**src/rtl/mem_arb_pkg.sv**
```systemverilog
// rtl/mem_arb_pkg.sv - shared encodings for the memory refill arbiter
// Purpose: FSM state and burst-owner encodings plus the line-alignment helper
//   used by mem_refill_arbiter and mem_arb_pick.
// Ports: none (package).
package mem_arb_pkg;

   localparam logic [1:0] ST_IDLE  = 2'd0;
   localparam logic [1:0] ST_BURST = 2'd1;
   localparam logic [1:0] ST_DONE  = 2'd2;

   localparam logic [1:0] OWN_NONE = 2'd0;
   localparam logic [1:0] OWN_IC   = 2'd1;
   localparam logic [1:0] OWN_DC   = 2'd2;

   // Clears the byte-in-line bits so every burst starts at word 0 of the line.
   function automatic logic [31:0] lineBase(input logic [31:0] addr, input int lineWords);
      return addr & ~(32'(lineWords * 4) - 32'd1);
   endfunction

endpackage

```
**src/rtl/mem_refill_arbiter_if.sv**
```systemverilog
// rtl/mem_refill_arbiter_if.sv - cache/memory bus bundle for the refill arbiter
// Purpose: groups the I-cache, D-cache and main-memory handshake signals.
// Ports (modport master = arbiter view, slave = caches/memory view):
//   ic_req/ic_addr -> ic_rvalid/ic_rdata/ic_done
//   dc_req/dc_we/dc_addr/dc_wdata -> dc_wnext/dc_rvalid/dc_rdata/dc_done
//   mem_req/mem_we/mem_addr/mem_wdata <- mem_ack/mem_rdata, busy
interface mem_refill_arbiter_if;

   logic        ic_req;
   logic [31:0] ic_addr;
   logic        ic_rvalid;
   logic [31:0] ic_rdata;
   logic        ic_done;
   logic        dc_req;
   logic        dc_we;
   logic [31:0] dc_addr;
   logic [31:0] dc_wdata;
   logic        dc_wnext;
   logic        dc_rvalid;
   logic [31:0] dc_rdata;
   logic        dc_done;
   logic        mem_req;
   logic        mem_we;
   logic [31:0] mem_addr;
   logic [31:0] mem_wdata;
   logic        mem_ack;
   logic [31:0] mem_rdata;
   logic        busy;

   modport master (
      input  ic_req, ic_addr, dc_req, dc_we, dc_addr, dc_wdata, mem_ack, mem_rdata,
      output ic_rvalid, ic_rdata, ic_done, dc_wnext, dc_rvalid, dc_rdata, dc_done,
             mem_req, mem_we, mem_addr, mem_wdata, busy
   );

   modport slave (
      output ic_req, ic_addr, dc_req, dc_we, dc_addr, dc_wdata, mem_ack, mem_rdata,
      input  ic_rvalid, ic_rdata, ic_done, dc_wnext, dc_rvalid, dc_rdata, dc_done,
             mem_req, mem_we, mem_addr, mem_wdata, busy
   );

endinterface

```
**src/rtl/mem_arb_pick.sv**
```systemverilog
// rtl/mem_arb_pick.sv - two-way requester pick for the refill arbiter
// Purpose: chooses which cache gets the next line burst.
//   Default: round-robin on a tie (the side that did not go last wins).
//   DCACHE_PRIORITY_EN defined: the D-cache always wins a tie.
// Ports: icReq, dcReq, lastGrant (owner code) -> grant (owner code, OWN_NONE if idle).
module mem_arb_pick
   import mem_arb_pkg::*;
(
   input  logic       icReq,
   input  logic       dcReq,
   input  logic [1:0] lastGrant,
   output logic [1:0] grant
);

   always_comb begin
      grant = OWN_NONE;
      if (icReq && dcReq) begin
`ifdef DCACHE_PRIORITY_EN
         grant = OWN_DC;
`else
         grant = (lastGrant == OWN_DC) ? OWN_IC : OWN_DC;
`endif
      end else if (icReq) begin
         grant = OWN_IC;
      end else if (dcReq) begin
         grant = OWN_DC;
      end
   end

endmodule

```
**src/rtl/mem_refill_arbiter.sv**
```systemverilog
// rtl/mem_refill_arbiter.sv - shares one memory word port between I- and D-cache line bursts
// Purpose: IDLE -> BURST -> DONE FSM; grants one cache an exclusive LINE_WORDS burst,
//   streams read words back combinationally on mem_ack, pulses the owner's done.
//   Optional macro DCACHE_PRIORITY_EN (in mem_arb_pick) makes the D-cache win ties.
// Ports: clk, rst_n (async active-low), bus (mem_refill_arbiter_if.master).
module mem_refill_arbiter
   import mem_arb_pkg::*;
#(
   parameter int LINE_WORDS = 8,
   parameter int CNT_W      = 3
) (
   input logic                  clk,
   input logic                  rst_n,
   mem_refill_arbiter_if.master bus
);

   localparam logic [CNT_W-1:0] LAST_WORD = CNT_W'(LINE_WORDS - 1);

   logic [1:0]       state;
   logic [CNT_W-1:0] cnt;
   logic [1:0]       owner;
   logic [1:0]       lastGrant;
   logic [31:0]      base;
   logic             isWrite;
   logic [1:0]       grant;

   mem_arb_pick uPick (
      .icReq     (bus.ic_req),
      .dcReq     (bus.dc_req),
      .lastGrant (lastGrant),
      .grant     (grant)
   );

   always_ff @(posedge clk or negedge rst_n) begin
      if (!rst_n) begin
         state     <= ST_IDLE;
         cnt       <= '0;
         owner     <= OWN_NONE;
         lastGrant <= OWN_DC;
         base      <= '0;
         isWrite   <= 1'b0;
      end else begin
         case (state)
            ST_IDLE: begin
               if (grant != OWN_NONE) begin
                  owner   <= grant;
                  base    <= lineBase((grant == OWN_DC) ? bus.dc_addr : bus.ic_addr, LINE_WORDS);
                  isWrite <= (grant == OWN_DC) && bus.dc_we;
                  cnt     <= '0;
                  state   <= ST_BURST;
               end
            end
            ST_BURST: begin
               if (bus.mem_ack) begin
                  if (cnt == LAST_WORD) begin
                     cnt   <= '0;
                     state <= ST_DONE;
                  end else begin
                     cnt <= cnt + 1'b1;
                  end
               end
            end
            ST_DONE: begin
               lastGrant <= owner;
               owner     <= OWN_NONE;
               state     <= ST_IDLE;
            end
            default: state <= ST_IDLE;
         endcase
      end
   end

   logic inBurst;
   logic wordDone;
   logic icOwns;
   logic dcOwns;

   assign inBurst  = (state == ST_BURST);
   // Ack outside BURST never reaches the caches.
   assign wordDone = inBurst && bus.mem_ack;
   assign icOwns   = (owner == OWN_IC);
   assign dcOwns   = (owner == OWN_DC);

   // cnt only fills the word-offset bits, which lineBase left at zero.
   assign bus.mem_req   = inBurst;
   assign bus.mem_we    = inBurst && isWrite;
   assign bus.mem_addr  = inBurst ? (base | {{(30 - CNT_W){1'b0}}, cnt, 2'b00}) : 32'd0;
   assign bus.mem_wdata = (inBurst && isWrite) ? bus.dc_wdata : 32'd0;

   assign bus.ic_rvalid = wordDone && icOwns;
   assign bus.ic_rdata  = bus.ic_rvalid ? bus.mem_rdata : 32'd0;
   assign bus.dc_rvalid = wordDone && dcOwns && !isWrite;
   assign bus.dc_rdata  = bus.dc_rvalid ? bus.mem_rdata : 32'd0;
   assign bus.dc_wnext  = wordDone && dcOwns && isWrite;

   assign bus.ic_done = (state == ST_DONE) && icOwns;
   assign bus.dc_done = (state == ST_DONE) && dcOwns;
   assign bus.busy    = (state != ST_IDLE);

endmodule

```
**src/flat_wrapper.sv**
```systemverilog
// flat-port wrapper written by rule: the top's interface ports become plain ports
module mem_refill_arbiter_flat import mem_arb_pkg::*;
#(
   parameter int LINE_WORDS = 8,
   parameter int CNT_W      = 3
)
  (clk, rst_n, bus_ic_req, bus_ic_addr, bus_dc_req, bus_dc_we, bus_dc_addr, bus_dc_wdata, bus_mem_ack, bus_mem_rdata, bus_ic_rvalid, bus_ic_rdata, bus_ic_done, bus_dc_wnext, bus_dc_rvalid, bus_dc_rdata, bus_dc_done, bus_mem_req, bus_mem_we, bus_mem_addr, bus_mem_wdata, bus_busy);
  mem_refill_arbiter_if bus_i ();
  input logic clk;
  input logic rst_n;
  input wire logic [$bits(bus_i.ic_req)-1:0] bus_ic_req;
  input wire logic [$bits(bus_i.ic_addr)-1:0] bus_ic_addr;
  input wire logic [$bits(bus_i.dc_req)-1:0] bus_dc_req;
  input wire logic [$bits(bus_i.dc_we)-1:0] bus_dc_we;
  input wire logic [$bits(bus_i.dc_addr)-1:0] bus_dc_addr;
  input wire logic [$bits(bus_i.dc_wdata)-1:0] bus_dc_wdata;
  input wire logic [$bits(bus_i.mem_ack)-1:0] bus_mem_ack;
  input wire logic [$bits(bus_i.mem_rdata)-1:0] bus_mem_rdata;
  output wire logic [$bits(bus_i.ic_rvalid)-1:0] bus_ic_rvalid;
  output wire logic [$bits(bus_i.ic_rdata)-1:0] bus_ic_rdata;
  output wire logic [$bits(bus_i.ic_done)-1:0] bus_ic_done;
  output wire logic [$bits(bus_i.dc_wnext)-1:0] bus_dc_wnext;
  output wire logic [$bits(bus_i.dc_rvalid)-1:0] bus_dc_rvalid;
  output wire logic [$bits(bus_i.dc_rdata)-1:0] bus_dc_rdata;
  output wire logic [$bits(bus_i.dc_done)-1:0] bus_dc_done;
  output wire logic [$bits(bus_i.mem_req)-1:0] bus_mem_req;
  output wire logic [$bits(bus_i.mem_we)-1:0] bus_mem_we;
  output wire logic [$bits(bus_i.mem_addr)-1:0] bus_mem_addr;
  output wire logic [$bits(bus_i.mem_wdata)-1:0] bus_mem_wdata;
  output wire logic [$bits(bus_i.busy)-1:0] bus_busy;
  assign bus_i.ic_req = bus_ic_req;
  assign bus_i.ic_addr = bus_ic_addr;
  assign bus_i.dc_req = bus_dc_req;
  assign bus_i.dc_we = bus_dc_we;
  assign bus_i.dc_addr = bus_dc_addr;
  assign bus_i.dc_wdata = bus_dc_wdata;
  assign bus_i.mem_ack = bus_mem_ack;
  assign bus_i.mem_rdata = bus_mem_rdata;
  assign bus_ic_rvalid = bus_i.ic_rvalid;
  assign bus_ic_rdata = bus_i.ic_rdata;
  assign bus_ic_done = bus_i.ic_done;
  assign bus_dc_wnext = bus_i.dc_wnext;
  assign bus_dc_rvalid = bus_i.dc_rvalid;
  assign bus_dc_rdata = bus_i.dc_rdata;
  assign bus_dc_done = bus_i.dc_done;
  assign bus_mem_req = bus_i.mem_req;
  assign bus_mem_we = bus_i.mem_we;
  assign bus_mem_addr = bus_i.mem_addr;
  assign bus_mem_wdata = bus_i.mem_wdata;
  assign bus_busy = bus_i.busy;
  mem_refill_arbiter #(.LINE_WORDS(LINE_WORDS), .CNT_W(CNT_W)) u_core (.clk(clk), .rst_n(rst_n), .bus(bus_i));
endmodule
```
**config.mk**
```make
export PLATFORM = sky130hd
export DESIGN_NAME = mem_refill_arbiter_flat
export DESIGN_NICKNAME = d
export VERILOG_FILES = /design/src/rtl/mem_arb_pkg.sv /design/src/rtl/mem_refill_arbiter_if.sv /design/src/rtl/mem_arb_pick.sv /design/src/rtl/mem_refill_arbiter.sv /design/src/flat_wrapper.sv
export SDC_FILE = /design/constraint.sdc
export NUM_CORES = 1
export LEC_CHECK = 0
export ABC_AREA = 1
export CAP_MARGIN = 10
export CORE_MARGIN = 2
export CORE_UTILIZATION = 29
export CTS_BUF_LIST = sky130_fd_sc_hd__clkbuf_2 sky130_fd_sc_hd__clkbuf_4 sky130_fd_sc_hd__clkbuf_8
export DETAILED_ROUTE_END_ITERATION = 8
export PLACE_DENSITY_LB_ADDON = 0.1
export SYNTH_ARGS = -nofsm -noshare
export SYNTH_HDL_FRONTEND = slang
export SYNTH_SLANG_ARGS = --single-unit
```
**constraint.sdc**
```tcl
create_clock -name clk -period 1.34 [get_ports clk]
set_input_delay 0.268 -clock clk [delete_from_list [all_inputs] [get_ports clk]]
set_output_delay 0.268 -clock clk [all_outputs]
set_load 0.005 [all_outputs]
```
# Word level (Yosys, flattened, before mapping)
# Index checks and enable logic that the tools add are counted.
[word_totals]
in_bits = 134
register_bits = 37
wordCells = 57
out_inout_bits = 136
[classes]
bitwise_logic = 1
mux = 19
n_addsub = 1
n_eq_ne = 10
reduce_logical = 20
[ops]
columns = ["cell", "count"]
rows = [
  ["32-bit 2-to-1 mux", 5],
  ["32-bit by 5-bit bitwise OR with 32-bit output", 1],
  ["2-bit 2-to-1 mux", 8],
  ["1-bit logical AND", 10],
  ["3-bit 2-to-1 mux", 3],
  ["2-bit equality test, second input constant", 4],
  ["2-bit case mux with 2 select lines", 2],
  ["2-bit nonzero test", 4],
  ["3-bit case mux with 2 select lines", 1],
  ["3-bit AND reduction", 2],
  ["2-bit by 1-bit equality test with 1-bit output, second input constant", 2],
  ["2-bit != test, second input constant", 2],
  ["2-bit AND reduction", 2],
  ["3-bit by 1-bit adder with 3-bit output, second input constant", 1],
  ["3-bit equality test, second input constant", 1],
  ["2-bit zero test", 1],
  ["2-bit by 1-bit != test with 1-bit output, second input constant", 1],
  ["1-bit zero test", 1],
]

# Longest topological paths before layout
# Gate-level depths: netlist of the first run.
[logic_depth]
depth_word = 6
mapped_depth = 9
depth_no_buf = 8

# Hierarchy
# A second synthesis of the first run with hierarchy kept.
[unflattened]
hier_cells = 520
area_unflattened_um2 = 2972.9
[modules_own_cells]
columns = ["mod", "area_each_um2", "n_inst", "cells_each"]
rows = [
  ["mem_refill_arbiter", 2930.3, 1, 509],
  ["mem_arb_pick", 42.5, 1, 11],
]

# Worst setup path after synthesis of the first run
# Ideal clock, no wire load.
[synth_timing]
path_kind = "reg-to-output"
start = "reg u_core.state[1]"
end = "out bus_dc_rdata[22]"
setup_slack_ns = 0.008
required_ns = 1.072
t_arrival_ns = 1.064
stages_incl_launch_ff = 7
cell_sequence = "dfrtp_1 > inv_1 > nand2_2 > nor2_2 > nand4_2 > buf_2 > nor2_1"
[synth_between]
elab_chain_cells = 5
[synth_rtl]
columns = ["item", "line", "rtl"]
rows = [
  ["start, declared", "mem_refill_arbiter.sv:19", "logic [1:0] state;"],
  ["start signal, assigned", "mem_refill_arbiter.sv:36", "state <= ST_IDLE;"],
  ["start signal, assigned", "mem_refill_arbiter.sv:50", "state <= ST_BURST;"],
  ["start signal, assigned", "mem_refill_arbiter.sv:57", "state <= ST_DONE;"],
  ["2-bit by 1-bit equality test with 1-bit output", "mem_refill_arbiter.sv:78", "assign inBurst = (state == ST_BURST);"],
  ["1-bit logical AND", "mem_refill_arbiter.sv:80", "assign wordDone = inBurst && bus.mem_ack;"],
  ["1-bit logical AND (2 in series)", "mem_refill_arbiter.sv:92", "assign bus.dc_rvalid = wordDone && dcOwns && !isWrite;"],
  ["32-bit 2-to-1 mux", "mem_refill_arbiter.sv:93", "assign bus.dc_rdata = bus.dc_rvalid ? bus.mem_rdata : 32'd0;"],
  ["end, declared", "flat_wrapper.sv:24", "output wire logic [$bits(bus_i.dc_rdata)-1:0] bus_dc_rdata;"],
]
# Every way passes these cells.

# Worst setup path after layout of the first run
[layout_timing]
start = "reg u_core.state[1]"
end = "out bus_ic_rdata[9]"
[layout_between]
elab_chain_cells = 4
[layout_rtl]
columns = ["item", "line", "rtl"]
rows = [
  ["2-bit by 1-bit equality test with 1-bit output", "mem_refill_arbiter.sv:78", ""],
  ["1-bit logical AND", "mem_refill_arbiter.sv:80", ""],
  ["1-bit logical AND", "mem_refill_arbiter.sv:90", "assign bus.ic_rvalid = wordDone && icOwns;"],
  ["32-bit 2-to-1 mux", "mem_refill_arbiter.sv:91", "assign bus.ic_rdata = bus.ic_rvalid ? bus.mem_rdata : 32'd0;"],
  ["end, declared", "flat_wrapper.sv:20", "output wire logic [$bits(bus_i.ic_rdata)-1:0] bus_ic_rdata;"],
]
# Every way passes these cells.

==> impl_metrics.toml, run 1 <==
[cells_and_area]
final_util_pct = 72.2
nets = 1009
fill_cells = 775
fin_area_mm2 = 0.00713
seqCellArea_um2 = 927
area_delta_synth_final_pct = 139
mostFrequentLayoutCells = "inv_1 (153), clkdlybuf4s50_1 (121), buf_2 (103), nand2_1 (87), nand3_1 (53)"
final_common_cell = "inv_1"
drive_above_1_share_pct = 43.2
multi_input_area_mm2 = 0.00190

[sta]
fin_crit_ns = 2.00
skew_ns = 0.00756
maxSlewViolCount = 0
finalSetupTns_ns = -77.54
period_share_pct = 149
rsz0062_at_grt = "yes"
setup_viol = 170
finalHoldViolCount = 0
worst_slack_ns = -0.656
fmax_mhz = 501

[global_route]
grt_pass1_vias = 3972
overflow = 0
antenna_found_initial = 1
grt_max_degree = 33
track_usage_pct = 22.5
grt_pass1_wl_um = 20100

[clocking]
cts_inserted_buffers = 5
clkLatencyLatePin_ns = 0.29
cts_root_buf = "clkbuf_8"
cts_max_path_buffers = 2
cts_tree = "done"
path_clk_slew_ns = 0.07
cts.sinks = 37
cts_max_level = 2

[place]
dp_hpwl_um = 9300
portBuffers = 257
place_area_mm2 = 0.00591
place.gp.congestion = 0.864

[logic_synthesis]
synth_warnings = 0
postSynthCellCount = 535
ys_ff_latch = 37
syn_area_mm2 = 0.00298
synth.avg_cell_area_um2 = 5.56
yosysSeqAreaShare_pct = 31.1
synth_cell_types = 23

[setup_path]
worst-setup-path-type = "flip-flop to output port"
crit_family = "buffers and inverters"
cp_common_cell = "buf_6"
worst-path-buf-inv = 5
max_stage_delay_ns = 0.40
crit_path_end_kind = "output port"
crit_path_cell_trace = "inv_2 -> nand2_4 -> nor2_4 -> nand3_4 -> buf_6 -> buf_8 -> buf_6 -> nor2_1 -> buf_2"
critical_path_required_ns = 1.07
crit_fanout = 4
start_kind = "flip-flop"
crit_arrival_ns = 1.73
crit_slowest_cell = "dfrtp_1"

[drt]
wl_per_cell_um = 15.3
drt-total-wl_um = 15400
ant_nets = 0
via_count = 4416
drt_first_pass_iters = 9
viasPerCell = 4.38
drtIter0Drc = 242
drc = 0

[floorplanning]
core_mm2 = 0.00986
die_height_um = 105
start_util_pct = 30.2
die_w_um = 105
fp.dieArea_mm2 = 0.0111
ioPinCount = 270
rows = 36

[pwr]
p_per_area_mw_per_mm2 = 1460
irDropWorstVdd_mv = 0.740
finalPower_mw = 10.4
power_leakage_nw = 4.01

[status]
status = "finished, violations left"
violations = "negative setup slack"

[hold_path]
min_path_type = "input port to async pin"

[flow_run]
maxCapViolCount = 0
[worst register-to-register path, delay by kind of cell, from the launching register on]
family	cells	cell delay (ns)
flops	1	0.42
buf+inv	6	0.92
simple gates	3	0.20
compound gates	1	0.07
[final cells by class]
| type | count | share of cell area [%] |
|---|---|---|
| well taps | 133 | 2.34 |
| clock buffers | 6 | 1.16 |
| inverters | 165 | 8.83 |
| repair buffers | 358 | 47.4 |
| multi-input cells | 306 | 26.7 |
| clock inverters | 2 | 0.527 |
| flip-flops and latches | 37 | 13.0 |
| diodes | 1 | 0.0351 |
[timing repair]
| item | CTS | global route |
|---|---|---|
| setup buffers | 28 | 31 |
| hold buffers | 1 | 0 |
| hold endpoints to repair | 16 | 0 |
| gates cloned | 9 | 6 |
| setup endpoints to repair | 165 | 170 |
| pin swaps | 8 | 18 |
| gates resized for setup | 427 | 342 |
[cell families (layout without fill, tap and decap cells)]
kind of cell / after synthesis / count (layout) / synth area share, %
flip-flops: 37 / 37 / 31.1
AO/OA/AOI/OAI: 7 / 7 / 1.30
AND/OR/NAND/NOR: 295 / 295 / 40.7
adder cells (fa/ha/maj): 2 / 2 / 0.841
buffers and inverters: 193 / 531 / 25.9
other: 1 / 3 / 0.126
[flip-flops by register name (all words and copies together) (netlist names)]
name	count
u_core.state	2
u_core.owner	2
u_core.base	27
u_core.cnt	3
u_core.lastGrant	2
u_core.isWrite	1
[where the power goes]
part	switching, mW	leakage, nW	internal [mW]
Combinational	3.47	3.50	4.02
Sequential	0.300	0.455	1.63
Clock	0.391	0.0574	0.605
Total	4.16	4.01	6.25
[routing by layer]
layer  up-vias  share of wire, %  global-route usage [%]
met1      2020                36                    23.7
met4         0               2.3                    6.86
li1       2174                 -                       -
met2       193                54                    43.5
met3        29               7.4                    5.75
met5         -                 0                       0
[metrics by stage]
step           std cells  setup WS (ns)  hold slack, ns
4_1_cts              975         -0.783           0.454
3_3_place_gp         931         -0.805           0.238
2_1_floorplan        536        0.00838         -0.0276
3_5_place_dp         931         -0.851           0.238
6_report            1008         -0.656           0.451
5_1_grt             1008         -0.721           0.469
[Yosys cell counts]
library cell | number | share of area (%)
buf_1 | 2 | 0.25
buf_2 | 19 | 3.2
buf_4 | 4 | 1.0
buf_6 | 1 | 0.38
clkbuf_1 | 2 | 0.25
conb_1 | 1 | 0.13
dfrtp_1 | 36 | 30
dfstp_2 | 1 | 0.88
ha_1 | 2 | 0.84
inv_1 | 164 | 21
inv_2 | 1 | 0.13
nand2_1 | 99 | 12
nand2_2 | 1 | 0.21
nand2_4 | 1 | 0.38
nand3_1 | 58 | 9.8
nand3_2 | 1 | 0.34
nand4_2 | 1 | 0.42
nor2_1 | 131 | 17
nor2_2 | 1 | 0.21
nor3_1 | 1 | 0.17
nor4_1 | 1 | 0.21
o21ai_0 | 6 | 1.0
o21ai_2 | 1 | 0.29
[final timing paths]
check	from	endpoint	slack (ns)	cells past startpoint
max in group asynchronous	rst_n	u_core.base[21]	0.43	3
max reg2reg	u_core.state[0]	u_core.base[30]	-0.37	10
min reg2reg	u_core.base[8]	u_core.base[8]	0.48	2
min	rst_n	u_core.base[15]	0.45	2
min in group clk	u_core.base[8]	u_core.base[8]	0.48	2
max	u_core.state[1]	bus_ic_rdata[9]	-0.66	9
(Power assumes the default switching activity.)
==> run 2, diff against run 1 <==
- SLEW_MARGIN: default -> 10
==> results of run 2 <==
No change in the layout: final DEF, timing and power equal those of run 1.
